<file path="src/rtl/nibble_serial_subtracter_if.sv">
// Operand/result bus of the nibble-serial subtracter: request side drives
// start and operands, the sequencer returns status and the held result.
interface nibble_serial_subtracter_if #(
   parameter int NIBBLES = 4
);
   localparam int W = 4 * NIBBLES;

   logic         start;
   logic [W-1:0] A;
   logic [W-1:0] B;
   logic         J0;
   logic         busy;
   logic         done;
   logic [W-1:0] D;
   logic         J;
   logic         V;

   modport master (
      output start, A, B, J0,
      input  busy, done, D, J, V
   );

   modport slave (
      input  start, A, B, J0,
      output busy, done, D, J, V
   );
endinterface

</file>
<file path="src/rtl/nibble_serial_subtracter.sv">
// Sequences a W-bit subtraction through an external combinational 4-bit
// full-subtracter slice, one nibble per clock, LSB nibble first.
module nibble_serial_subtracter #(
   parameter int NIBBLES = 4
) (
   input  logic                        clk,
   input  logic                        rst,
   nibble_serial_subtracter_if.slave   bus,
   output logic [3:0]                  SA,
   output logic [3:0]                  SB,
   output logic                        SJ0,
   input  logic [3:0]                  SD,
   input  logic                        SJ
);
   localparam int W  = 4 * NIBBLES;
   localparam int IW = $clog2(NIBBLES);
   localparam logic [IW-1:0] LAST = IW'(NIBBLES - 1);

   typedef enum logic [1:0] {
      IDLE = 2'd0,
      RUN  = 2'd1,
      FIN  = 2'd2
   } state_t;

   state_t        state_q, state_d;
   logic [IW-1:0] idx_q;
   logic [IW+1:0] bit_lo;
   logic          brw_q;
   logic [W-1:0]  a_r, b_r, d_r;
   logic          j_r, v_r;
   logic          last_nib;

   assign bit_lo   = {idx_q, 2'b00};
   assign last_nib = (idx_q == LAST);

   always_comb begin
      state_d = state_q;
      case (state_q)
         IDLE:    if (bus.start) state_d = RUN;
         RUN:     if (last_nib)  state_d = FIN;
         FIN:     state_d = IDLE;
         default: state_d = IDLE;
      endcase
   end

   always_ff @(posedge clk) begin
      if (rst) state_q <= IDLE;
      else     state_q <= state_d;
   end

   // The slice is combinational: its result for nibble idx is captured on the
   // same edge that advances idx.
   always_ff @(posedge clk) begin
      if (rst) begin
         idx_q <= '0;
         brw_q <= 1'b0;
         a_r   <= '0;
         b_r   <= '0;
         d_r   <= '0;
         j_r   <= 1'b0;
         v_r   <= 1'b0;
      end else begin
         case (state_q)
            IDLE: begin
               if (bus.start) begin
                  a_r   <= bus.A;
                  b_r   <= bus.B;
                  brw_q <= bus.J0;
                  idx_q <= '0;
               end
            end
            RUN: begin
               d_r[bit_lo +: 4] <= SD;
               brw_q            <= SJ;
               if (last_nib) begin
                  idx_q <= '0;
                  j_r   <= SJ;
                  v_r   <= (a_r[W-1] != b_r[W-1]) && (SD[3] != a_r[W-1]);
               end else begin
                  idx_q <= idx_q + 1'b1;
               end
            end
            default: ;
         endcase
      end
   end

   always_comb begin
      SA       = '0;
      SB       = '0;
      SJ0      = 1'b0;
      bus.busy = (state_q == RUN);
      bus.done = (state_q == FIN);
      bus.D    = d_r;
      bus.J    = j_r;
      bus.V    = v_r;
      if (state_q == RUN) begin
         SA  = a_r[bit_lo +: 4];
         SB  = b_r[bit_lo +: 4];
         SJ0 = brw_q;
      end
   end
endmodule

</file>
<file path="src/flat_wrapper.sv">
// flat-port wrapper written by rule: the top's interface ports become plain ports
module nibble_serial_subtracter_flat 
#(
   parameter int NIBBLES = 4
)
  (clk, rst, SA, SB, SJ0, SD, SJ, bus_start, bus_A, bus_B, bus_J0, bus_busy, bus_done, bus_D, bus_J, bus_V);
  nibble_serial_subtracter_if #(.NIBBLES(NIBBLES)) bus_i ();
  input  logic clk;
  input  logic rst;
  output logic [3:0] SA;
  output logic [3:0] SB;
  output logic SJ0;
  input  logic [3:0] SD;
  input  logic SJ;
  input wire logic [$bits(bus_i.start)-1:0] bus_start;
  input wire logic [$bits(bus_i.A)-1:0] bus_A;
  input wire logic [$bits(bus_i.B)-1:0] bus_B;
  input wire logic [$bits(bus_i.J0)-1:0] bus_J0;
  output wire logic [$bits(bus_i.busy)-1:0] bus_busy;
  output wire logic [$bits(bus_i.done)-1:0] bus_done;
  output wire logic [$bits(bus_i.D)-1:0] bus_D;
  output wire logic [$bits(bus_i.J)-1:0] bus_J;
  output wire logic [$bits(bus_i.V)-1:0] bus_V;
  assign bus_i.start = bus_start;
  assign bus_i.A = bus_A;
  assign bus_i.B = bus_B;
  assign bus_i.J0 = bus_J0;
  assign bus_busy = bus_i.busy;
  assign bus_done = bus_i.done;
  assign bus_D = bus_i.D;
  assign bus_J = bus_i.J;
  assign bus_V = bus_i.V;
  nibble_serial_subtracter #(.NIBBLES(NIBBLES)) u_core (.clk(clk), .rst(rst), .bus(bus_i), .SA(SA), .SB(SB), .SJ0(SJ0), .SD(SD), .SJ(SJ));
endmodule
</file>
<file path="config.mk">
export PLATFORM = sky130hd
export DESIGN_NAME = nibble_serial_subtracter_flat
export DESIGN_NICKNAME = d
export VERILOG_FILES = /design/src/rtl/nibble_serial_subtracter_if.sv /design/src/rtl/nibble_serial_subtracter.sv /design/src/flat_wrapper.sv
export SDC_FILE = /design/constraint.sdc
export NUM_CORES = 1
export LEC_CHECK = 0
export ABC_AREA = 0
export ABC_CLOCK_PERIOD_IN_PS = 2400
export CORE_MARGIN = 2
export CORE_UTILIZATION = 43
export DETAILED_ROUTE_END_ITERATION = 7
export HOLD_SLACK_MARGIN = 0.05
export PLACE_DENSITY_LB_ADDON = 0.25
export SYNTH_ARGS = -nofsm -noshare
export SYNTH_HDL_FRONTEND = slang
export SYNTH_SLANG_ARGS = --single-unit
</file>
<file path="constraint.sdc">
create_clock -name clk -period 2.4 [get_ports clk]
set_clock_uncertainty 0.05 [all_clocks]
set_input_delay 0.6 -clock clk [delete_from_list [all_inputs] [get_ports clk]]
set_output_delay 0.6 -clock clk [all_outputs]
set_load 0.02 [all_outputs]
</file>
; ---- Yosys cells after proc, flatten, opt, wreduce, memory -nomap -nowiden
; Cells that the tools add are included.
[totals]
reg_bits = 55
input_bits = 41
output_inout_bits = 29
word_cells = 40
[op_classes]
addsub = 2
n_eq_ne = 7
shifts = 4
mux = 12
reduce_logical = 7
[ops]
columns = operator, n
row1 = 16-bit by 5-bit indexed part select with 4-bit output, 2
row2 = 16-bit bitwise mux, 1
row3 = 4-bit by 6-bit variable shift with 16-bit output (first input constant), 1
row4 = 4-bit by 6-bit indexed part select with 16-bit output, 1
row5 = 2-bit 2-to-1 mux, 4
row6 = 4-bit 2-to-1 mux, 2
row7 = 2-bit one-hot mux with 2 select lines, 2
row8 = 2-bit AND reduction, 4
row9 = 4-bit negation with 6-bit output, 1
row10 = 2-bit == test (second input constant), 2
row11 = 2-bit by 1-bit adder with 2-bit output (second input constant), 1
row12 = 2-bit by 1-bit == test with 1-bit output (second input constant), 1
row13 = 2-bit logical NOT, 1
row14 = 1-bit 2-to-1 mux, 2
row15 = 1-bit inequality test, 2
row16 = 2-bit by 1-bit inequality test with 1-bit output (second input constant), 1
row17 = 2-bit inequality test (second input constant), 1
row18 = 1-bit one-hot mux with 2 select lines, 1
row19 = 2-bit nonzero test, 1
row20 = 1-bit logical AND, 1

; ---- Longest topological paths before layout
; Gate-level depths: netlist of the first run.
[depth]
depth_word = 3
ltp_mapped = 7
mapped_depth_nobuf = 5

; ---- Worst setup path before layout of the first run
; Ideal clock, no wire load.
[synth_path]
path_type = register -> register
start = reg u_core.idx_q[1]
end = reg u_core.d_r[10] (netlist: u_core.bus.D[10])
setup_ps = 59
arrival_time_ps = 2006
required_time_ps = 2291
slack_ps = 284
stages_incl_launch_ff = 7
n_path_buf = 1
synth_period_minus_slack_ps = 2116
cell_sequence = dfxtp_1 clkbuf_1 inv_1 ha_1 or4b_4 nor4b_4 a22o_1
[synth_via]
elab_chain_len = 3
elab_cells_between_ends = 4
classes_between = 1 x add/sub / 2 x shift / 1 x mux
[synth_rtl]
columns = element, line
row1 = start: declaration, nibble_serial_subtracter.sv:26  ; logic [IW-1:0] idx_q;
row2 = start signal: assignment, nibble_serial_subtracter.sv:80  ; idx_q <= idx_q + 1'b1;
row3 = 4-bit negation with 6-bit output *, nibble_serial_subtracter.sv:73  ; d_r[bit_lo +: 4] <= SD;
row4 = 4-bit by 6-bit indexed part select with 16-bit output or 4-bit by 6-bit variable shift with 16-bit output (tied branches), nibble_serial_subtracter.sv:73
row5 = 16-bit bitwise mux *, nibble_serial_subtracter.sv:73
row6 = end signal: assignment, nibble_serial_subtracter.sv:59  ; d_r <= '0;
row7 = end signal: indexed assignment, nibble_serial_subtracter.sv:73
row8 = end: declaration, nibble_serial_subtracter.sv:29  ; logic [W-1:0] a_r, b_r, d_r;
; Mark *: on every way between the ends. The rest lies on a longest branch, timed or not.
; A chain may end at the register's enable or synchronous reset.

; ---- Worst setup path after layout of the first run
[layout_path]
start = reg u_core.idx_q[0]
end = out SA[3]
[layout_via]
elab_chain_len = 2
[layout_rtl]
columns = element, line
row1 = 16-bit by 5-bit indexed part select with 4-bit output, nibble_serial_subtracter.sv:98  ; SA = a_r[bit_lo +: 4];
row2 = 4-bit 2-to-1 mux, nibble_serial_subtracter.sv:97  ; if (state_q == RUN) begin
row3 = end: declaration, flat_wrapper.sv:10  ; output logic [3:0] SA;
; Every way passes these cells.

==> flow_summary_export.csv, run 1 <==
group,metric,value,unit
yosys,yosysMostFrequentCell,"nand2_1",
final_layout,multi_input_area,0.00118,mm2
yosys,synth_edf_count,0,
global_route,grt_max_degree,47,
yosys,synth_cell_types,38,
final_layout,fillCellCount,460,
yosys,synthCells,258,
floorplanning,start_util,0.453,
floorplanning,die_w,78.1,um
final_layout,area_growth,37.9,%
status,status,"completed",
sta,fmax,426,MHz
critical_path,crit_path_end_kind,"output pin",
floorplanning,dieArea,0.00609,mm2
critical_path,critPathRequiredTime,1.75,ns
final_layout,ff_latch_area,0.00110,mm2
clock_network,cts-htree-levels,2,
critical_path,cp-startpoint,"u_core.idx_q[0]",
sta,setup_viol,0,
critical_path,path_class,"reg -> out",
clock_network,clock_latency,0.31,ns
critical_path,r2r-start,"u_core.idx_q[0]",
critical_path,cp-start-kind,"flop",
clock_network,cts_made_buffers,5,
detailed_routing,drt_iter0_markers,133,
sta,slew_violations,0,
sta,whs,0.408,ns
final_layout,final_area,0.00325,mm2
place,placed_area,0.00317,mm2
yosys,yosys-top-cells-area,"dfxtp_1 (47%), nand2_1 (11%), a21oi_1 (9.3%), mux4_2 (6.7%), ha_1 (3.2%)",
clock_network,cts_tree,"done",
floorplanning,rows,26,
global_route,grt_pass1_vias,1967,
global_route,grt_pass1_wl,9250,um
global_route,antenna_found_initial,0,
critical_path,crit_arrival,1.70,ns
yosys,syn_nets,305,
floorplanning,pin_count,70,
yosys,seq_area_frac_synth,0.467,
yosys,netlist_area,0.00236,mm2
detailed_routing,drc,0,
final_layout,fin_util,0.625,
sta,min_period,2.35,ns
yosys,synth_top_cell_area_share,0.467,
clock_network,cts-root-buf,"clkbuf_8",
floorplanning,die_height,78.1,um
place,place.gp.congestion,0.738,
place,dpl.hpwl,3990,um
clock_network,clkTransAtPathRegs,0.09,ns
final_layout,antenna_cells,0,
critical_path,critPathMaxFanout,3,
yosys,synth_area_per_cell,9.14,um2
yosys,yosys_warnings,0,
global_route,track_usage,0.188,
clock_network,max-clock-path-buffers,2,
place,io_buffers,69,
clock_network,cts_setup_buffers,0,
pwr,p_per_area,564,mW/mm2
global_route,overflow,0,
detailed_routing,routed_wl,5570,um
sta,period_share,0.979,
flow_run,drv_cap,0,
detailed_routing,ant_nets,0,
detailed_routing,routed_via_density,5.21,
yosys,synth_common_cells,"nand2_1 (69), dfxtp_1 (55), a21oi_1 (44), clkbuf_1 (11), and2_1 (9)",
min_path,hold_class,"reg -> reg",
detailed_routing,vias,2082,
pwr,p_leak,1.26,nW
yosys,ys_async_sr_fraction,0,
detailed_routing,wl_per_cell,13.9,um
sta,finalHoldViolCount,0,
final_layout,drive_above_1_share,0.130,
sta,worst_pin_slew,0.473,ns
sta,relSlewSlack,0.685,
final_layout,num-nets-final,376,
clock_network,cts_sinks,55,
yosys,ys_ff_latch,55,
min_path,min_from,"u_core.a_r[1]",
detailed_routing,dr.pass1.iters,4,
floorplanning,core,0.00520,mm2
yosys,synth_flop_cell,"dfxtp_1",
yosys,yosysTopAreaCell,"dfxtp_1",
sta,tns,0,ns
pwr,peakVddDrop,0.000413,V
repair_timing:
item | in CTS | in global routing
endpoints found under the setup margin | 9 | 7
resized for setup | 19 | 8
hold endpoints to repair | 0 | 0
hold buffers | 0 | 0
critical path: stages, from the launching register on:
cell,delay [ns]
dfxtp_2,0.37
buf_4,0.15
buf_4,0.12
mux4_2,0.27
and2_1,0.17
dlygate4sd2_1,0.31
placed cells by master, fill, tap and decap left out, types with 4 or more instances in the layout:
cell | netlist | routed
buf_4 | 0 | 11
nor2_1 | 5 | 5
nand2_1 | 69 | 69
nand4_1 | 4 | 4
a21oi_1 | 44 | 44
a32o_1 | 4 | 4
dfxtp_1 | 55 | 53
mux4_2 | 7 | 7
ha_1 | 6 | 6
clkdlybuf4s50_1 | 0 | 59
clkbuf_8 | 0 | 7
and2_1 | 9 | 9
a22o_1 | 8 | 8
metrics by stage:
stage / power [mW] / setup slack (ns) / instances
CTS: 1.84 / 0.00696 / 400
floorplan: 1.16 / 0.284 / 258
detailed placement: 1.31 / 0.0344 / 392
global route: 1.92 / -0.00442 / 400
global placement: 1.30 / 0.0437 / 392
finish: 1.83 / 0.0502 / 400
worst paths after layout:
kind | to | slack [ns] | cells after the start
min reg2reg | u_core.a_r[1] | 0.41 | 2
min | u_core.a_r[1] | 0.41 | 2
max | SA[3] | 0.05 | 5
max reg2reg | u_core.bus.D[10] | 0.19 | 8
where the power goes:
group | leakage (nW) | switching [mW] | internal (mW) | total [mW]
clock network | 0.0515 | 0.288 | 0.264 | 0.552
registers | 0.450 | 0.0246 | 0.954 | 0.979
logic | 0.758 | 0.148 | 0.155 | 0.303
registers in the layout, indices dropped and copies added, names as in the netlist:
name	flops
u_core.brw_q	1
u_core.bus.D	16
u_core.a_r	16
u_core.bus.J	1
u_core.b_r	16
u_core.state_q	2
u_core.bus.V	1
u_core.idx_q	2
cell families (layout without fill, tap and decap cells):
| family | Yosys count | after routing | share of synthesized area |
|---|---|---|---|
| buffers and inverters | 21 | 93 | 0.0366 |
| flip-flops | 55 | 55 | 0.467 |
| AO/OA/AOI/OAI | 60 | 60 | 0.153 |
| multiplexers | 9 | 9 | 0.0822 |
| AND/OR/NAND/NOR | 107 | 107 | 0.230 |
| adder cells (fa/ha/maj) | 6 | 6 | 0.0318 |
layer usage:
metal  wire length (um)  share of wire  GRT usage
met1               2520           0.45      0.242
met4                 70          0.013     0.0579
met2               2680           0.48      0.314
met5                  0              0          0
met3                297          0.053     0.0448
area by class of cell:
type,instances,share of cell area
Clock buffer,8,0.0308
Inverter,3,0.00346
Multi-Input combinational cell,182,0.362
Sequential cell,55,0.339
Tap cell,70,0.0269
Timing Repair Buffer,82,0.238
Note: power is estimated with default switching activity, not from simulation.
==> run 2, diff against run 1 <==
ABC_CLOCK_PERIOD_IN_PS = 2190   (was 2400)
HOLD_SLACK_MARGIN = 0.12   (was 0.05)
SETUP_SLACK_MARGIN = 0.2   (was not set)
clock period = 2.19 ns   (was 2.4 ns; I/O delays follow)
==> run 2 against run 1 <==
The run now ends with setup timing left. Critical path depth fell by 1. Sequential share of layout area fell by 1.9 points. Via count rose by 2.7%. Wire length rose by 2.8%. First-iteration DRC count fell by 6.8%. Core utilization rose by 4.2 points. Clock power rose by 26%. Register-to-register slack got worse by 0.07 ns.
==> flow_summary_export.csv, run 2 (same netlist as run 1, synthesis figures left out) <==
group,metric,value,unit
detailed_routing,vias,2138,
critical_path,cp-startpoint,"u_core.idx_q[0]",
clock_network,cts_hold_buf,0,
global_route,overflow,0,
floorplanning,pin_count,70,
final_layout,num-nets-final,385,
clock_network,cts_made_buffers,5,
sta,worst_pin_slew,0.478,ns
global_route,grt_max_degree,47,
min_path,min_from,"u_core.b_r[10]",
sta,slew_violations,0,
sta,fmax,453,MHz
global_route,track_usage,0.190,
final_layout,drive_above_1_share,0.209,
detailed_routing,ant_nets,0,
final_layout,antenna_cells,0,
clock_network,cts-root-buf,"clkbuf_8",
min_path,hold_depth,2,
final_layout,fin_cells,409,
detailed_routing,wl_per_cell,14.0,um
clock_network,clkTransAtPathRegs,0.10,ns
final_layout,fillCellCount,444,
sta,min_period,2.21,ns
pwr,p_comb_frac,0.180,
clock_network,max-clock-path-buffers,2,
detailed_routing,drt_iter0_markers,124,
sta,finalHoldViolCount,0,
final_layout,area_growth,47.2,%
pwr,swShare,0.258,
pwr,seq_power_share,0.497,
pwr,net-switching-power,0.556,mW
place,dpl.hpwl,3750,um
critical_path,path_class,"reg -> out",
place,placed_cells,393,
sta,setup_slack,-0.0198,ns
global_route,grt_pass1_vias,2057,
pwr,p_int,1.60,mW
clock_network,clock_latency,0.31,ns
sta,period_share,1.01,
final_layout,fin_util,0.667,
floorplanning,rows,26,
detailed_routing,routed_via_density,5.23,
floorplanning,dieArea,0.00609,mm2
sta,relSlewSlack,0.681,
clock_network,cts_tree,"done",
pwr,power,2.16,mW
global_route,grt_pass1_wl,9250,um
status,status,"finished with violations",
final_layout,mostFrequentLayoutCells,"nand2_1 (69), clkdlybuf4s50_1 (57), dfxtp_1 (52)",
status,violations,"setup timing",
critical_path,critPathMaxFanout,5,
critical_path,crit_path_end_kind,"output pin",
critical_path,ff2ff_path_depth,8,
critical_path,critPathRequiredTime,1.59,ns
pwr,p_clk_frac,0.323,
sta,tns,-0.0437,ns
critical_path,crit_arrival,1.61,ns
pwr,p_per_area,621,mW/mm2
final_layout,final_area,0.00347,mm2
sta,rsz0062_at_grt,"true",
detailed_routing,drc,0,
floorplanning,core,0.00520,mm2
clock_network,cts_sinks,55,
floorplanning,die_w,78.1,um
min_path,hold_class,"reg -> reg",
detailed_routing,routed_wl,5720,um
pwr,peakVddDrop,0.000439,V
floorplanning,start_util,0.453,
critical_path,r2r-start,"u_core.idx_q[0]",
clock_network,cts-htree-levels,2,
place,placed_area,0.00319,mm2
floorplanning,die_height,78.1,um
flow_run,drv_cap,0,
sta,setup_viol,4,
detailed_routing,dr.pass1.iters,5,
place,place.gp.congestion,0.752,
global_route,antenna_found_initial,0,
pwr,p_leak,1.35,nW
final_layout,layout_commonest_cell,"nand2_1",
critical_path,cp-start-kind,"flop",
place,io_buffers,69,
run 2: cell types whose count changed in the layout (fill, tap and decap cells not counted), moves of 3 or more:
cell,change
buf_6,+10
ha_1,-3
and2_4,+8
and2_1,-8
clkbuf_2,-3
buf_4,+4
run 2: final timing paths:
check                    endpoint  slack, ns
setup / recovery            SB[0]      -0.02
hold / removal     u_core.b_r[10]       0.41
setup reg to reg  u_core.bus.D[9]       0.12
hold reg to reg    u_core.b_r[10]       0.41
run 2: final cells by class:
class	count	area [um2]	area share
clock inverter	3	47.5	0.0137
clock buffer	5	68.8	0.0198
multi-input combinational	182	1220	0.352
inverter	3	18.8	0.00541
tap	70	87.6	0.0252
timing repair buffer	91	916	0.264
sequential	55	1110	0.320
run 2: critical path, stage by stage, from the launching register on:
cell     delay (ns)
dfxtp_4        0.41
buf_12         0.13
mux4_2         0.49
and2_4         0.16
buf_6          0.12
run 2: power by group through the flow:
stage	clock (mW)	combinational, mW	sequential, mW
2_1_floorplan	0	0.180	1.09
3_3_place_gp	0	0.333	1.10
3_5_place_dp	0	0.336	1.10
4_1_cts	0.706	0.364	1.07
5_1_grt	0.749	0.424	1.08
6_report	0.697	0.388	1.07
run 2: through the flow:
stage / worst slack, ns / hold WS, ns
floorplan: 0.249 / 0.382
global placement: -0.214 / 0.388
detailed placement: -0.240 / 0.397
CTS: -0.0269 / 0.411
global route: -0.0734 / 0.426
finish: -0.0198 / 0.409
run 2: what timing repair did:
| item | CTS | global route |
|---|---|---|
| endpoints found under the setup margin | 19 | 21 |
| pin swaps | 10 | 7 |
| buffers inserted | 5 | 3 |
| resized for setup | 64 | 17 |
run 2: per-layer routing:
| layer | share of wire | GRT usage |
|---|---|---|
| met1 | 0.44 | 0.242 |
| met2 | 0.50 | 0.328 |
| met3 | 0.044 | 0.0368 |
| met4 | 0.011 | 0.0579 |
| met5 | 0 | 0 |
